--- src/rtl/control_word_sequencer.sv ---
// Microprogram sequencer: issues LEGv8 control words from a writable store, one per step,
// with a trailing one-cycle datapath tick. Define CWSEQ_DEBOUNCE_EN to debounce the step button.
module control_word_sequencer #(
    parameter int CW_WIDTH        = 40,
    parameter int AW              = 4,
    parameter int RUN_DIV         = 25000000,
    parameter int DEBOUNCE_CYCLES = 500000
) (
    input  logic                clock,
    input  logic                reset_n,
    input  logic                start,
    input  logic                abort,
    input  logic                run_mode,
    input  logic                step_n,
    input  logic                prog_we,
    input  logic [AW-1:0]       prog_addr,
    input  logic [CW_WIDTH:0]   prog_data,
    output logic [CW_WIDTH-1:0] control_word,
    output logic                dp_tick,
    output logic [AW-1:0]       upc,
    output logic                busy,
    output logic                done
);
    localparam int CNT_W = 26;
    localparam logic [CNT_W-1:0] RUN_LAST = CNT_W'(RUN_DIV - 1);

    typedef enum logic [2:0] {ST_IDLE, ST_ARMED, ST_ISSUE, ST_TICK, ST_HALT} state_t;

    state_t              state_q, state_d;
    logic [CW_WIDTH-1:0] cw_q, cw_d;
    logic [AW-1:0]       upc_q, upc_d;
    logic [AW-1:0]       next_q, next_d;
    logic                end_q, end_d;
    logic                tick_q, tick_d;
    logic [CNT_W-1:0]    rate_cnt_q, rate_cnt_d;

    logic sync1_q, sync2_q, btn_prev_q;
    logic btn_level;
    logic btn_step, rate_step, step_req;

    logic [CW_WIDTH:0] store_mem [2**AW];
    logic [CW_WIDTH:0] rd_word;
    logic              store_we;

    // Button synchronizer; released (high) out of reset so no spurious edge appears.
    always_ff @(posedge clock or negedge reset_n) begin
        if (!reset_n) begin
            sync1_q    <= 1'b1;
            sync2_q    <= 1'b1;
            btn_prev_q <= 1'b1;
        end else begin
            sync1_q    <= step_n;
            sync2_q    <= sync1_q;
            btn_prev_q <= btn_level;
        end
    end

`ifdef CWSEQ_DEBOUNCE_EN
    localparam logic [CNT_W-1:0] DB_LAST = CNT_W'(DEBOUNCE_CYCLES - 1);

    logic             db_level_q, db_level_d;
    logic [CNT_W-1:0] db_cnt_q, db_cnt_d;

    always_comb begin
        db_level_d = db_level_q;
        db_cnt_d   = '0;
        if (sync2_q != db_level_q) begin
            if (db_cnt_q == DB_LAST) begin
                db_level_d = sync2_q;
            end else begin
                db_cnt_d = db_cnt_q + CNT_W'(1);
            end
        end
    end

    always_ff @(posedge clock or negedge reset_n) begin
        if (!reset_n) begin
            db_level_q <= 1'b1;
            db_cnt_q   <= '0;
        end else begin
            db_level_q <= db_level_d;
            db_cnt_q   <= db_cnt_d;
        end
    end

    assign btn_level = db_level_q;
`else
    assign btn_level = sync2_q;
`endif

    assign btn_step  = btn_prev_q & ~btn_level;
    assign rate_step = (rate_cnt_q == RUN_LAST);
    assign step_req  = run_mode ? rate_step : btn_step;

    // Rate counter only advances while waiting in ARMED, so each word restarts the interval.
    always_comb begin
        rate_cnt_d = '0;
        if (state_q == ST_ARMED && run_mode && rate_cnt_q != RUN_LAST) begin
            rate_cnt_d = rate_cnt_q + CNT_W'(1);
        end
    end

    assign store_we = prog_we && (state_q == ST_IDLE || state_q == ST_HALT);

    always_ff @(posedge clock) begin
        if (store_we) begin
            store_mem[prog_addr] <= prog_data;
        end
    end

    assign rd_word = store_mem[next_q];

    always_comb begin
        state_d = state_q;
        cw_d    = cw_q;
        upc_d   = upc_q;
        next_d  = next_q;
        end_d   = end_q;
        tick_d  = 1'b0;
        if (abort) begin
            state_d = ST_IDLE;
            cw_d    = '0;
            upc_d   = '0;
            next_d  = '0;
            end_d   = 1'b0;
        end else begin
            case (state_q)
                ST_IDLE, ST_HALT: begin
                    if (start) begin
                        state_d = ST_ARMED;
                        next_d  = '0;
                    end
                end
                ST_ARMED: begin
                    if (step_req) begin
                        cw_d    = rd_word[CW_WIDTH-1:0];
                        end_d   = rd_word[CW_WIDTH];
                        upc_d   = next_q;
                        state_d = ST_ISSUE;
                    end
                end
                ST_ISSUE: begin
                    tick_d  = 1'b1;
                    state_d = ST_TICK;
                end
                ST_TICK: begin
                    if (end_q || upc_q == {AW{1'b1}}) begin
                        state_d = ST_HALT;
                    end else begin
                        next_d  = upc_q + AW'(1);
                        state_d = ST_ARMED;
                    end
                end
                default: state_d = ST_IDLE;
            endcase
        end
    end

    always_ff @(posedge clock or negedge reset_n) begin
        if (!reset_n) begin
            state_q    <= ST_IDLE;
            cw_q       <= '0;
            upc_q      <= '0;
            next_q     <= '0;
            end_q      <= 1'b0;
            tick_q     <= 1'b0;
            rate_cnt_q <= '0;
        end else begin
            state_q    <= state_d;
            cw_q       <= cw_d;
            upc_q      <= upc_d;
            next_q     <= next_d;
            end_q      <= end_d;
            tick_q     <= tick_d;
            rate_cnt_q <= rate_cnt_d;
        end
    end

    assign control_word = cw_q;
    assign dp_tick      = tick_q;
    assign upc          = upc_q;
    assign busy         = (state_q == ST_ARMED) || (state_q == ST_ISSUE) || (state_q == ST_TICK);
    assign done         = (state_q == ST_HALT);

endmodule

--- config.mk ---
export PLATFORM = sky130hd
export DESIGN_NAME = control_word_sequencer
export DESIGN_NICKNAME = d
export VERILOG_FILES = /design/src/rtl/control_word_sequencer.sv
export SDC_FILE = /design/constraint.sdc
export NUM_CORES = 1
export LEC_CHECK = 0
export CAP_MARGIN = 5
export CORE_MARGIN = 3
export CORE_UTILIZATION = 40
export DETAILED_ROUTE_END_ITERATION = 8
export PLACE_DENSITY_LB_ADDON = 0.2
export SETUP_SLACK_MARGIN = 0.3
export SYNTH_ARGS = -nofsm -noshare
export SYNTH_HDL_FRONTEND = slang
export SYNTH_SLANG_ARGS = --single-unit
--- constraint.sdc ---
create_clock -name clock -period 4.5 [get_ports clock]
set_input_delay 0.45 -clock clock [delete_from_list [all_inputs] [get_ports clock]]
set_output_delay 0.45 -clock clock [all_outputs]
set_load 0.01 [all_outputs]
Word level (Yosys, flattened, before mapping)
Memory sizes are Yosys's and may differ from the RTL's.
Index checks and enable logic that the tools add are counted.
{ "totals": {"word_cells": 64, "ff_bits": 82, "in_bits": 52, "ram_bits": 656, "mem_count": 1, "output_inout_bits": 47} }
{ "op_classes": {"eq_ne": 10, "n_addsub": 2, "muxes": 24, "n_bitwise": 2, "n_reduce_logical": 15} }
{ "mem_list": {"columns": ["name", "depth", "word_bits", "rd", "rd_clocked_by_memory_dff", "write_ports", "line_no", "text"], "rows": [
  ["store_mem", 16, 41, 1, 0, 1, "41", "logic [CW_WIDTH:0] store_mem [2**AW];"]
]} }
{ "ops": {"columns": ["op", "n"], "rows": [
  ["$mux 40", 3],
  ["$add 26x1->26 const B", 1],
  ["$eq 26x25->1 const B", 1],
  ["$mux 26", 1],
  ["$ne 26x25->1 const B", 1],
  ["$mux 4", 6],
  ["$mux 3", 4],
  ["$pmux 3 s4", 1],
  ["$ne 3x3->1 const B", 3],
  ["$mux 1", 8],
  ["$pmux 4 s2", 1],
  ["$eq 3x2->1 const B", 2],
  ["$add 4x1->4 const B", 1],
  ["$eq 4x4->1 const B", 1],
  ["$logic_or 1x1->1", 4],
  ["$reduce_and 2->1", 2],
  ["$reduce_bool 2->1", 2],
  ["$eq 3x1->1 const B", 1],
  ["$eq 3x3->1 const B", 1],
  ["$logic_and 1x1->1", 3],
  ["$logic_not 3->1", 1],
  ["$reduce_and 3->1", 1],
  ["$reduce_bool 3->1", 1],
  ["$reduce_or 2->1", 1],
  ["other kinds (2)", 2]
]} }

Longest topological paths before layout
Gate-level depths: netlist (run 1).
{ "logic_depth": {"ltp_word": 6, "mapped_depth": 7, "ltp_nobuf": 5} }

Least setup slack after synthesis (run 1)
No wires, ideal clock.
{ "synth_timing": {"path_type": "register to register", "from": "register state_q[1]", "to": "memory store_mem[0][0] (netlist name) (enable)", "arrival_ps": 3943, "setup_ps": 491, "period_less_slack_ps": 4433, "path_buffers": 0, "stages_incl_launch_ff": 5, "path_slack_ps": 67, "t_required_ps": 4009, "cell_sequence": "dfrtp_1 > nor2_1 > nand2_1 > or3_1 > nor3_1"} }
{ "synth_via": {"elab_chain_len": 5, "word_cells_on_any_way": 6, "classes_between": "1 x eq/ne; 2 x mux; 3 x reduce/logical"} }
{ "synth_lines": {"columns": ["element", "line_no", "text"], "rows": [
  ["start, declared", "29", "state_t state_q, state_d;"],
  ["start signal, assigned", "169", "state_q <= state_d;"],
  ["$eq 3x3->1 or $logic_not 3->1 (tied branches)", "103", "assign store_we = prog_we && (state_q == ST_IDLE || state_q == ST_HALT);"],
  ["$logic_or 1x1->1 *", "103", null],
  ["$logic_and 1x1->1 *", "103", null],
  ["$mux 1 *", "106", "if (store_we) begin"],
  ["$mux 1 (implied by the code) *", "107", "store_mem[prog_addr] <= prog_data;"],
  ["end, declared", "41", null]
]} }
Every way passes the cells marked *; elsewhere a longest branch is shown, timed or not.

Final worst setup path (run 1)
{ "layout_timing": {"from": "register rate_cnt_q[6]", "to": "register cw_q[21], in the netlist control_word[21]"} }
{ "layout_via": {"elab_chain_len": 4} }
{ "layout_lines": {"columns": ["element", "line_no", "text"], "rows": [
  ["start, declared", "35", "logic [CNT_W-1:0] rate_cnt_q, rate_cnt_d;"],
  ["start signal, assigned", "175", "rate_cnt_q <= rate_cnt_d;"],
  ["$eq 26x25->1", "92", "assign rate_step = (rate_cnt_q == RUN_LAST);"],
  ["$mux 1", "93", "assign step_req = run_mode ? rate_step : btn_step;"],
  ["$reduce_bool 2->1 (no line)", null, null],
  ["$reduce_and 2->1 (no line)", null, null],
  ["end signal, assigned", "170", "cw_q <= cw_d;"],
  ["end, declared", "30", "logic [CW_WIDTH-1:0] cw_q, cw_d;"]
]} }
Every way passes these cells.
A chain may end at the register's enable or synchronous reset.

==> impl_metrics.ini, run 1 <==
[pwr]
p_sw_mw = 2.89
power_density_nw_per_um2 = 439
seq_power_share_pct = 52.3
switching_share_pct = 19.8
p_int_mw = 11.7
power_frac_clock_pct = 44.5
leakage_nw = 10.5
peakVddDrop_uv = 276
combPwrFrac_pct = 3.2

[timing]
skew_ns = 0.0181
tightest_slew_ns = 1.05
period_minus_slack_ns = 2.88
report.final.slew_viol_count = 0
rsz0062_at_grt = false
layout_setup_ws_ns = 1.62
fin_setup_tns_ns = 0
relSlewSlack_pct = 29.6
setup_viol = 0
hold_viol = 0
max_freq_ghz = 0.347
period_share_pct = 64.1

[clock_tree]
hold_buffers = 1
cts_buffers = 78
numClockSinks = 738
cts-root-buf = clkbuf_16
insertion_delay_ns = 0.62
path_clk_slew_ns = 0.06
htree_levels = 3
cts_tree = done
cts_resized = 0
cts_setup_buffers = 0
cts_buffer_depth = 3

[place]
io_buffers = 98
dp_hpwl_mm = 31.7
gp_congestion = 0.715
place_area_um2 = 30500
place_inst = 2270
post-place-ws_ns = 1.42

[synth]
syn_nets = 1325
ys_ff_latch = 738
synthCells = 1271
avgSynthCellArea_um2 = 22.3
synthArstFlopShare_pct = 11.1
yosysTopAreaCellShare_pct = 69.6
synth_top_flop_cell = edfxtp_1
yosysMostFrequentCell = edfxtp_1
synth_area_leaders = edfxtp_1, mux4_2, dfrtp_1
synth_top_cells_by_count = edfxtp_1, mux4_2, dfrtp_1
yosysUniqueCellTypes = 47
yosysWarnings = 0
synth_seq_area_share_pct = 76.8
netlist.top_cell.by_area = edfxtp_1
synth_edf_count = 656
synth_area_um2 = 28300

[run]
cap_violations = 0

[layout]
nets = 1474
stdcell_count = 2418
area_growth_pct = 17.1
fillers = 5698
drive_gt1_share_pct = 25.9
finalInstanceArea_um2 = 33200

[route]
first_iter_violations = 1098
ant_nets = 0
wl_per_cell_um = 25.7
viasPerCell = 5.48
wirelength_mm = 62.2
drc = 0
vias = 13255
drt_pass1_iterations = 4

[grt]
overflow = 0
grt_max_degree = 49
antenna_found_initial = 2
grt_usage_pct = 17.0
grt_pass1_vias = 14036
grt_pass1_wl_mm = 93.2

[floorplan]
die_x_um = 272
rows = 96
core_um2 = 69300
start_util_pct = 40.9
die_area_um2 = 74000
fp.dieH_um = 272
pin_count = 99

[worst_hold_path]
hold_class = primary input to flip-flop

[critical_path]
cp_cell_sequence = or4_1, nor4_2, and4_4, a31o_4, buf_12, mux2_4
critPathMaxFanout = 23
required_ns = 4.99
critPathKind = flip-flop to flip-flop
critPathArrivalTime_ns = 3.37
crit_path_top_delay_cell = a31o_4
endpoint_kind = flip-flop
slowest_delay_ns = 0.59
startpoint_type = flip-flop

[outcome]
outcome = complete, no violations
[power groups by stage]
stage          combinational, mW  sequential (mW)  clock (mW)
6_report                   0.466             7.62        6.49
5_1_grt                    0.503             7.62        6.93
4_1_cts                    0.477             7.62        6.65
3_5_place_dp               0.475             7.76           0
3_3_place_gp               0.464             7.75           0
2_1_floorplan              0.184             7.76           0
[cells in the final DEF (no fill, tap or decap), types with 3 or more instances in the layout]
cell and n:
dfrtp_4 3, nand4_1 6, and3_1 3, nand2_1 15
clkinvlp_4 3, and4_1 3, clkbuf_16 80, edfxtp_1 656
a221o_1 41, nor2_1 37, nor3_1 14, clkinv_2 10
dfrtp_1 76, inv_1 6, a22o_1 41, nor3_4 3
clkinv_1 16, inv_6 3, dfstp_2 3, bufinv_16 10
nor2_4 12, mux2_2 5, mux2_4 39, buf_12 6
o31ai_1 3, nand3_1 12, buf_4 28, clkdlybuf4s50_1 97
clkbuf_1 16, nor2b_1 5, xor2_1 5, clkbuf_8 5
nor4b_1 3, nand2b_1 4, mux4_2 164, xnor2_1 21
[metal layers]
| layer | up-vias | GRT usage (%) | wire length (µm) |
|---|---|---|---|
| met3 | 76 | 3.32 | 3250 |
| met4 | 0 | 4.42 | 1020 |
| met1 | 7186 | 24.1 | 27600 |
| met2 | 322 | 27.3 | 30300 |
| met5 | - | 0 | 0 |
| li1 | 5671 | - | - |
[area by class of cell]
type,count,area (µm²),area share [%]
sequential,738,21800,65.6
multi-input combinational,464,6280,18.9
clock buffer,101,2130,6.42
timing repair buffer,132,1310,3.95
tap,931,1160,3.51
clock inverter,44,484,1.46
inverter,6,22.5,0.0679
antenna,2,5.00,0.0151
[final timing paths]
path | start | end | slack, ns | cells after the start
worst max-delay path | rate_cnt_q[6] | control_word[21] | 1.62 | 6
worst min-delay path | step_n | sync1_q | 0.26 | 1
worst max register to register | rate_cnt_q[6] | control_word[21] | 1.62 | 6
worst min register to register | sync1_q | btn_level | 0.36 | 0
max in group asynchronous | reset_n | control_word[20] | 2.89 | 3
min in group asynchronous | reset_n | control_word[32] | 0.47 | 2
[sequential cells by signal, summed over array words and instances (netlist names), 3 cells and up]
register      count
store_mem       656
rate_cnt_q       26
upc               4
next_q            4
state_q           3
control_word     40
[worst max-delay path: cells and delay by family, from the launching register on]
kind	cells	cell delay [ns]
multiplexers	1	0.33
AO/OA/AOI/OAI	1	0.59
buffers and inverters	1	0.35
AND/OR/NAND/NOR	3	0.99
flip-flops	1	0.44
[through the flow]
stage | hold slack, ns | util (%) | power [mW]
2_1_floorplan | 0.154 | - | 7.94
3_3_place_gp | 0.349 | 44.1 | 8.22
3_5_place_dp | 0.352 | 44.1 | 8.23
4_1_cts | 0.220 | 47.8 | 14.7
5_1_grt | 0.263 | 47.8 | 15.1
6_report | 0.265 | 47.9 | 14.6
[cell families (layout without fill, tap and decap cells)]
| logic type | after synthesis | count (layout) | share of synthesized area (%) |
|---|---|---|---|
| flops | 738 | 738 | 76.8 |
| mux | 209 | 209 | 15.4 |
| simple gates | 131 | 131 | 2.32 |
| compound gates | 96 | 96 | 3.10 |
| buf+inv | 69 | 283 | 1.51 |
| xor+xnor | 26 | 26 | 0.804 |
| fa+ha+maj | 2 | 2 | 0.0884 |
| other cells | 0 | 2 | 0 |
No activity file was read; power rests on OpenSTA's default activity.
==> inputs of run 2 (changes only) <==
clock period = 2.6 ns   (was 4.5 ns; I/O delays follow)
==> impl_metrics.ini, run 2 (synthesized netlist as in run 1, its figures left out) <==
[clock_tree]
numClockSinks = 738
cts_buffer_depth = 3
cts_buffers = 78
path_clk_slew_ns = 0.06
cts-root-buf = clkbuf_16
htree_levels = 3
insertion_delay_ns = 0.62
cts_tree = done

[layout]
area_growth_pct = 21.9
drive_gt1_share_pct = 30.7
fillers = 5548
largest_reg_flops = 656
stdcell_count = 2500
final_common_cell = edfxtp_1
finalInstanceArea_um2 = 34500
nets = 1554
largest_register = store_mem
layout_common_cells = edfxtp_1, mux4_2, clkdlybuf4s50_1

[timing]
period_minus_slack_ns = 2.28
max_freq_ghz = 0.438
tightest_slew_ns = 0.798
report.final.slew_viol_count = 0
hold_viol = 0
rsz0062_at_grt = true
relSlewSlack_pct = 46.7
fin_setup_tns_ns = 0
skew_ns = 0.0229
period_share_pct = 87.8
setup_viol = 0

[floorplan]
core_um2 = 69300
pin_count = 99
die_area_um2 = 74000
fp.dieH_um = 272
die_x_um = 272
start_util_pct = 40.9
rows = 96

[critical_path]
endpoint_kind = flip-flop
path_delay_family = multiplexers
crit_path_start = next_q[0]
critPathMaxFanout = 7
critPathKind = flip-flop to flip-flop
rr_startpoint = next_q[0]
startpoint_type = flip-flop
critPathArrivalTime_ns = 2.78
required_ns = 3.10
regToRegSetupSlack_ns = 0.32
slowest_delay_ns = 0.53
cp_cell_sequence = buf_12, buf_16, mux4_2, a22o_1, a221o_1, mux2_4
crit_path_top_delay_cell = dfrtp_4
r2r_cells = 6
path_buf_inv = 2
rr_endpoint = control_word[5]

[worst_hold_path]
hold_class = primary input to flip-flop
min_to = sync1_q
hold_depth = 1
worstHoldStart = step_n

[pwr]
power_frac_clock_pct = 44.9
combPwrFrac_pct = 3.6
leakage_nw = 11.2
switching_share_pct = 20.2
p_sw_mw = 5.16
p_int_mw = 20.4
peakVddDrop_uv = 496
seq_power_share_pct = 51.6
power_density_nw_per_um2 = 741

[route]
wirelength_mm = 68.1
vias = 13719
ant_nets = 0
drt_pass1_iterations = 5
drc = 0
wl_per_cell_um = 27.3
first_iter_violations = 1357
viasPerCell = 5.49

[outcome]
outcome = complete, no violations

[grt]
overflow = 0
grt_max_degree = 43
grt_usage_pct = 18.2
antenna_found_initial = 6
grt_pass1_wl_mm = 98.0
grt_pass1_vias = 14215

[place]
gp_congestion = 0.750
dp_hpwl_mm = 36.8
place_area_um2 = 31300
io_buffers = 98
place_inst = 2315

[run]
cap_violations = 0
==> run 2: changes by cell type in the layout (fill, tap and decap cells not counted), sizes merged <==
cell	previous run	this run
clkinvlp	3	2
inv	9	11
bufinv	10	8
buf	34	109
clkbuf	101	120
clkinv	28	16
diode	2	3
==> run 2: routing by layer <==
layer	routed length, µm	share of wire [%]	up-vias	global-route usage [%]
li1	-	-	5828	-
met1	31000	45	7436	26.0
met2	32500	48	366	29.0
met3	3430	5.0	83	3.58
met4	1150	1.7	6	4.80
met5	35	0.051	-	0
==> run 2: worst max-delay path by stage <==
stage | slack [ns] | cells past startpoint | endpoint
detailed placement | 0.19 | 6 | upc[3]
floorplan | 0.002 | 4 | store_mem[12][0]
global placement | 0.17 | 6 | upc[3]
global route | 0.24 | 6 | control_word[26]
finish | 0.32 | 6 | control_word[5]
CTS | 0.24 | 5 | control_word[20]
==> run 2: what timing repair did <==
item / CTS / global route
hold buffers: 1 / 0
resized for setup: 6 / 12
pin swaps: 2 / 2
setup buffers: 15 / 12
endpoints found under the hold margin: 34 / 0
endpoints found under the setup margin: 44 / 44
cloned: 2 / 6
==> run 2: area by class of cell <==
class                   count  area [µm²]  area share (%)
inverters                   6        22.5          0.0653
repair buffers            212        2540            7.35
well taps                 931        1160            3.38
multi-input cells         464        6320            18.3
diodes                      3        7.51          0.0218
flip-flops and latches    738       21800            63.1
clock inverters            31         423            1.23
clock buffers             115        2270            6.58
==> run 2: power by group through the flow <==
stage,Combinational [mW],Sequential (mW),Clock [mW]
after detailed placement,0.877,13.4,0
after global placement,0.856,13.4,0
after CTS,0.911,13.2,11.8
final,0.913,13.2,11.5
after global routing,0.974,13.2,12.2
after floorplan,0.332,13.4,0
==> run 2: per-stage QoR <==
step / hold WS (ns) / total power, mW / setup WS [ns] / util (%)
after detailed placement: 0.339 / 14.3 / 0.186 / 45.1
after global routing: 0.0410 / 26.4 / 0.239 / 49.8
after CTS: 0.0120 / 25.9 / 0.238 / 49.4
final: 0.0572 / 25.6 / 0.316 / 49.8
after floorplan: -0.0356 / 13.8 / 0.00230 / -
after global placement: 0.339 / 14.3 / 0.174 / 45.1
==> run 2: worst reg2reg max path, delay by kind of cell (launching register included) <==
kind | cells | cell delay, ns
muxes | 2 | 0.79
AOI/OAI and AO/OA | 2 | 0.53
buffers and inverters | 2 | 0.33
DFF | 1 | 0.53
==> inputs of run 3 (changes only) <==
CTS_CLUSTER_DIAMETER = 100   (was not set)
SLEW_MARGIN = 40   (was not set)
clock period = 1.95 ns   (was 2.6 ns; I/O delays follow)
==> impl_metrics.ini, run 3 (synthesized netlist as in run 1, its figures left out) <==
[critical_path]
critPathMaxFanout = 11
crit_path_start = next_q[0]
required_ns = 2.43
rr_startpoint = next_q[0]
critPathArrivalTime_ns = 2.75
rr_endpoint = control_word[30]
startpoint_type = flip-flop
r2r_cells = 6
crit_path_end = control_word[30]
endpoint_kind = flip-flop
regToRegSetupSlack_ns = -0.31
critPathKind = flip-flop to flip-flop

[pwr]
power_density_nw_per_um2 = 889
p_int_mw = 27.3
power_frac_clock_pct = 43.7
switching_share_pct = 19.9
peakVddDrop_uv = 721
combPwrFrac_pct = 4.8
leakage_nw = 13.6
p_sw_mw = 6.80
seq_power_share_pct = 51.5

[floorplan]
rows = 96
die_x_um = 272
fp.dieH_um = 272
pin_count = 99
die_area_um2 = 74000
start_util_pct = 40.9
core_um2 = 69300

[route]
ant_nets = 0
wirelength_mm = 80.9
wl_per_cell_um = 29.9
drc = 0
first_iter_violations = 1620
vias = 15144
drt_pass1_iterations = 5
viasPerCell = 5.60

[timing]
tightest_slew_ns = 0.862
setup_viol = 652
report.final.slew_viol_count = 0
relSlewSlack_pct = 42.4
rsz0062_at_grt = true
layout_setup_ws_ns = -0.314
skew_ns = 0.0270
period_share_pct = 116
max_freq_ghz = 0.442
hold_viol = 0
period_minus_slack_ns = 2.26
fin_setup_tns_ns = -100.47

[place]
io_buffers = 98
dp_hpwl_mm = 40.6
gp_congestion = 0.747

[run]
cap_violations = 0

[layout]
fillers = 5138
postLayoutCoreUtil_pct = 55.4
largest_register = store_mem
final_common_cell = edfxtp_1
largest_reg_flops = 656
area_growth_pct = 35.6
nets = 1765
multi_input_area_um2 = 6390
regArea_um2 = 21800
drive_gt1_share_pct = 38.7
layout_common_cells = edfxtp_1, mux4_2, clkbuf_16

[outcome]
violations = negative setup slack
outcome = complete, but fails checks

[grt]
grt_max_degree = 42
grt_pass1_vias = 15042
grt_pass1_wl_mm = 104
antenna_found_initial = 6
overflow = 0
grt_usage_pct = 19.5

[clock_tree]
numClockSinks = 738
cts-root-buf = clkbuf_16
cts_buffers = 76
htree_levels = 3
insertion_delay_ns = 0.61
cts_tree = done
cts_buffer_depth = 3
path_clk_slew_ns = 0.06

[worst_hold_path]
hold_depth = 1
hold_class = primary input to flip-flop
==> run 3: through the flow <==
step | hold slack, ns | cell area, µm² | std cells | setup slack, ns | total power [mW]
2_1_floorplan | -0.101 | 28500 | 1271 | -0.621 | 18.3
3_3_place_gp | 0.0113 | 32500 | 2408 | -0.366 | 19.1
3_5_place_dp | 0.0119 | 32500 | 2408 | -0.350 | 19.2
4_1_cts | 0.115 | 36600 | 2620 | -0.312 | 34.2
5_1_grt | 0.119 | 38400 | 2703 | -0.352 | 35.2
6_report | 0.139 | 38400 | 2704 | -0.314 | 34.1
==> run 3: cell type report <==
cell class                      instances  share of cell area, %
Clock inverter                         26                  0.919
Multi-Input combinational cell        464                   16.6
Antenna cell                            1                0.00652
Tap cell                              931                   3.03
Sequential cell                       738                   56.7
Timing Repair Buffer                  425                   16.9
Clock buffer                          113                   5.77
Inverter                                6                 0.0586
==> run 3: worst min-delay path by stage <==
stage	endpoint	slack [ns]	from
finish	sync1_q	0.14	step_n
global placement	control_word[37]	0.01	reset_n
detailed placement	control_word[37]	0.01	reset_n
CTS	sync1_q	0.12	step_n
global route	sync1_q	0.12	step_n
floorplan	control_word[0]	-0.10	reset_n
==> run 3: critical path, stage by stage, from the launching register on <==
cell and delay [ns]:
dfrtp_4 0.46, buf_12 0.19, buf_6 0.16, mux4_2 0.49, a22o_1 0.29, a221o_1 0.30, mux2_4 0.26
==> run 3: repair_timing <==
action	4_1_cts	5_1_grt
gates resized for setup	93	119
pin swaps	8	18
endpoints found under the setup margin	776	779
hold buffers	2	0
cloned	23	48
endpoints found under the hold margin	82	0
buffers inserted	48	35
==> run 3: routing by layer <==
| layer | track usage (%) | wire length [µm] |
|---|---|---|
| met1 | 27.6 | 32900 |
| met3 | 4.19 | 7360 |
| met5 | 0 | 24 |
| met4 | 4.60 | 1920 |
| met2 | 31.2 | 38600 |
==> run 3: power by group through the flow <==
| stage | Clock, mW | Sequential, mW | Combinational (mW) |
|---|---|---|---|
| 3_3_place_gp | 0 | 17.9 | 1.26 |
| 6_report | 14.9 | 17.6 | 1.64 |
| 4_1_cts | 15.2 | 17.6 | 1.48 |
| 3_5_place_dp | 0 | 17.9 | 1.29 |
| 5_1_grt | 15.9 | 17.6 | 1.72 |
| 2_1_floorplan | 0 | 17.9 | 0.455 |
==> edit 1 (settings of run 1) <==
Build with the macro `CWSEQ_DEBOUNCE_EN` defined.
--- a/src/rtl/control_word_sequencer.sv
+++ b/src/rtl/control_word_sequencer.sv
@@ -1,5 +1,7 @@
 // Microprogram sequencer: issues LEGv8 control words from a writable store, one per step,
 // with a trailing one-cycle datapath tick. Define CWSEQ_DEBOUNCE_EN to debounce the step button.
+`define CWSEQ_DEBOUNCE_EN
+
 module control_word_sequencer #(
     parameter int CW_WIDTH        = 40,
     parameter int AW              = 4,
Formal check against the unedited RTL: not equivalent (Yosys sat finds a counterexample within 4 cycles, from zero or initial values and one cycle with reset_n low).
==> edit 1 against run 1 <==
- critical path depth is 1 lower
- first-iteration DRC count rose by 20%
- worst setup slack got worse by 0.020 ns
- cell area grew 4.6%
- area after synthesis is 4.7% higher
- via count rose by 14%
- hold slack better by 0.0095 ns
- clock skew up 0.026 ns
- power increased by 1.9%
- non-clock buffer count up 12
- sequential cell count increased by 27
- routed wire length is 12% higher
==> edit 1: results <==
set metrics [dict create \
    signal_buffers 144 \
    sh_seq_area 0.6467 \
    fin_cells 2724 \
    seq_area_frac_synth 0.7568 \
    initialDrtViolationCount 1320 \
    r2r_setup_slack_ns 1.60 \
    ys_top_cells_by_count "edfxtp_1 (656), mux4_2 (164), dfrtp_1 (105)" \
    dp_cells 2577 \
    synthAdderAreaFrac 0.001266 \
    nonClkBufAreaFrac 0.03916 \
    irDropWorstVdd_v 0.0003147 \
    status "finished, final reports clean" \
    skew_ns 0.04452 \
    grtUsageMet2 0.3040 \
    fillers 6038 \
    synthArstFlopShare 0.1425 \
    crit_slowest_cell "nor2_4" \
    clk_latency_ns 0.64 \
    crit_fanout 28 \
    routabilityCongestion 0.7787 \
    ys_top_cells_by_area "edfxtp_1 (66%), mux4_2 (12%), dfrtp_1 (8.9%)" \
    syn_area_per_cell_um2 18.95 \
    hpwl_um 40720 \
    grtUsageMet3 0.02978 \
    clockBufferDepth 3 \
    firstDrtPassIters 7 \
    clock_area_frac 0.07782 \
    synth-xor-area-share 0.01389 \
    drive_gt1_frac 0.2068 \
    antenna_cells 0 \
    synth_compound_area_frac 0.03943 \
    muxShareOfSynthArea 0.1254 \
    wl_met3_um 2919 \
    num-multi-input-gates 705 \
    grt_pass1_wl_um 105400 \
    wl_met2_um 34800 \
    post_drt_wl_per_cell_um 25.60 \
    inv_count 5 \
    grt_max_degree 61 \
    clock-sinks 765 \
    track_usage 0.1828 \
    max_stage_delay_ns 0.84 \
    globalRouteMet1Util 0.2491 \
    grt_pass1_vias 16020 \
    nets 1757 \
    top_layer "met5" \
    multi_input_area_share 0.2012 \
    cts_made_buffers 81 \
    wl_met1_um 30030 \
]
edit 1: cell count changes after synthesis, moves of 20 or more:
| cell | before | now |
|---|---|---|
| a22oi_1 | 0 | 82 |
| nand2_1 | 15 | 71 |
| nand3_1 | 12 | 66 |
| a21oi_1 | 2 | 51 |
| a221o_1 | 41 | 0 |
| a22o_1 | 41 | 0 |
| o21ai_0 | 2 | 43 |
| mux2_4 | 39 | 0 |
| nor2_1 | 49 | 79 |
| clkbuf_1 | 33 | 60 |
| dfrtp_1 | 79 | 105 |
| xor2_1 | 5 | 25 |
edit 1: repair_timing:
action,CTS,global route
setup endpoints to repair,0,0
hold buffers,1,0
hold endpoints to repair,48,0
edit 1: final timing paths:
kind / cells after the start / startpoint / endpoint
min in group asynchronous: 2 / reset_n / rate_cnt_q[17]
worst min register to register: 0 / sync1_q / sync2_q
max in group asynchronous: 3 / reset_n / db_cnt_q[12]
worst max-delay path: 5 / state_q[0] / store_mem[3][14]
worst min-delay path: 1 / step_n / sync1_q
worst max register to register: 5 / state_q[0] / store_mem[3][14]
edit 1: stage by stage:
stage / hold slack, ns / util / total power (µW) / cell area (µm²) / setup slack, ns
floorplan: 0.1544 / - / 8017 / 29660 / 0.3172
global placement: 0.3507 / 0.4369 / 8232 / 31990 / 1.373
detailed placement: 0.3516 / 0.4369 / 8242 / 31990 / 1.362
CTS: 0.2409 / 0.4740 / 15010 / 34700 / 1.569
global route: 0.2680 / 0.4740 / 15320 / 34700 / 1.394
finish: 0.2740 / 0.4740 / 14850 / 34700 / 1.597
edit 1: report_power, final:
part	total [µW]	leakage [µW]	internal (µW)	switching, µW
sequential	7800	0.00742	7780	18.1
clock	6760	0.00131	4000	2760
combinational	287	0.00231	73.7	213
==> edit 2 (flow settings as in run 1) <==
Made on the original files. Encoding of `state_t`: now one-hot (5 bits for 5 states).
--- a/src/rtl/control_word_sequencer.sv
+++ b/src/rtl/control_word_sequencer.sv
@@ -24,7 +24,7 @@
     localparam int CNT_W = 26;
     localparam logic [CNT_W-1:0] RUN_LAST = CNT_W'(RUN_DIV - 1);
 
-    typedef enum logic [2:0] {ST_IDLE, ST_ARMED, ST_ISSUE, ST_TICK, ST_HALT} state_t;
+    typedef enum logic [4:0] {ST_IDLE = 5'b00001, ST_ARMED = 5'b00010, ST_ISSUE = 5'b00100, ST_TICK = 5'b01000, ST_HALT = 5'b10000} state_t;
 
     state_t              state_q, state_d;
     logic [CW_WIDTH-1:0] cw_q, cw_d;
Formal check against the unedited RTL: same outputs for any inputs over 4 cycles, from zero or initial values and one cycle with reset_n low; so few cycles prove little.
==> edit 2 against run 1 <==
- critical path depth is 1 lower
- global-route usage up 0.99 points
- maximum frequency shrank 16%
- area after synthesis increased by 1.0%
- first-iteration DRC count up 21%
- die area increased by 1.0%
- count of clock-buffer cells in the layout is 10 higher
- routed wire length up 6.1%
- final cell count up 6.5%
- worst setup slack worse by 0.54 ns
- sequential cell count is 2 higher
- via count is 7.9% higher
- power shrank 2.5%
- cell area increased by 0.80%
==> edit 2: results <==
set metrics [dict create \
    post_drt_wl_per_cell_um 25.63 \
    grtUsageMet2 0.2884 \
    skew_ns 0.02575 \
    top_register "store_mem" \
    synthArstFlopShare 0.1135 \
    fillers 5844 \
    wl_met2_um 32200 \
    ys_top_cells_by_area "edfxtp_1 (69%), mux4_2 (13%), dfrtp_1 (7.0%)" \
    irDropWorstVdd_v 0.0002528 \
    place_area_um2 30880 \
    seq_area_frac_synth 0.7623 \
    grt_antenna_before_repair 4 \
    cts_made_buffers 80 \
    power_frac_seq 0.533 \
    totalWireLength_um 65980 \
    grt_pass1_wl_um 99370 \
    wl_met3_um 3730 \
    synth_cell_types 54 \
    cellPowerDensity_nw_per_um2 425.2 \
    tightest_slew_ns 1.125 \
    p_leak_uw 0.01039 \
    grt_max_degree 61 \
    syn_inst 1432 \
    crit_fanout 8 \
    drive_gt1_frac 0.2235 \
    grtUsageMet3 0.03532 \
    syn-num-nets 1486 \
    status "finished, final reports clean" \
    firstDrtPassIters 5 \
    hpwl_um 38350 \
    wl_met1_um 28950 \
    track_usage 0.1799 \
    nets 1624 \
    dp_cells 2427 \
    preCtsSetupSlack_ns 1.363 \
    vias_per_cell 5.557 \
    max_stage_delay_ns 0.86 \
    p_sw_frac 0.1993 \
    globalRouteMet1Util 0.2540 \
    grt_pass1_vias 15020 \
    synth_edf_count 656 \
    ys_top_cells_by_count "edfxtp_1 (656), mux4_2 (164), a22oi_1 (82)" \
    p_comb_uw 315 \
    initialDrtViolationCount 1327 \
    largest_register_ffs 656 \
    routabilityCongestion 0.7371 \
]
## edit 2: path summary, 6_finish.rpt
kind | from | to | slack [ns] | cells after the start
max | state_q[1] | busy | 1.08 | 5
max reg2reg | state_q[0] | store_mem[8][38] | 1.38 | 6
min in group asynchronous | reset_n | control_word[1] | 0.51 | 2
max in group asynchronous | reset_n | control_word[2] | 3.04 | 3
min | step_n | sync1_q | 0.25 | 1
min reg2reg | sync1_q | btn_level | 0.36 | 0
## edit 2: kinds of logic after synthesis
logic type,share of synthesized area
compound gates,0.04199
xor+xnor,0.007655
fa+ha+maj,0.0008747
buf+inv,0.01811
flops,0.7623
mux,0.1307
simple gates,0.03836
## edit 2: layout make-up
cell class	count	area, µm²	area share
repair buffers	143	1426	0.04267
flip-flops and latches	740	21810	0.6525
diodes	1	2.502	0.00007486
well taps	940	1176	0.03518
clock buffers	111	2222	0.06647
clock inverters	34	312.8	0.009357
inverters	6	22.52	0.0006737
multi-input cells	599	6452	0.1930
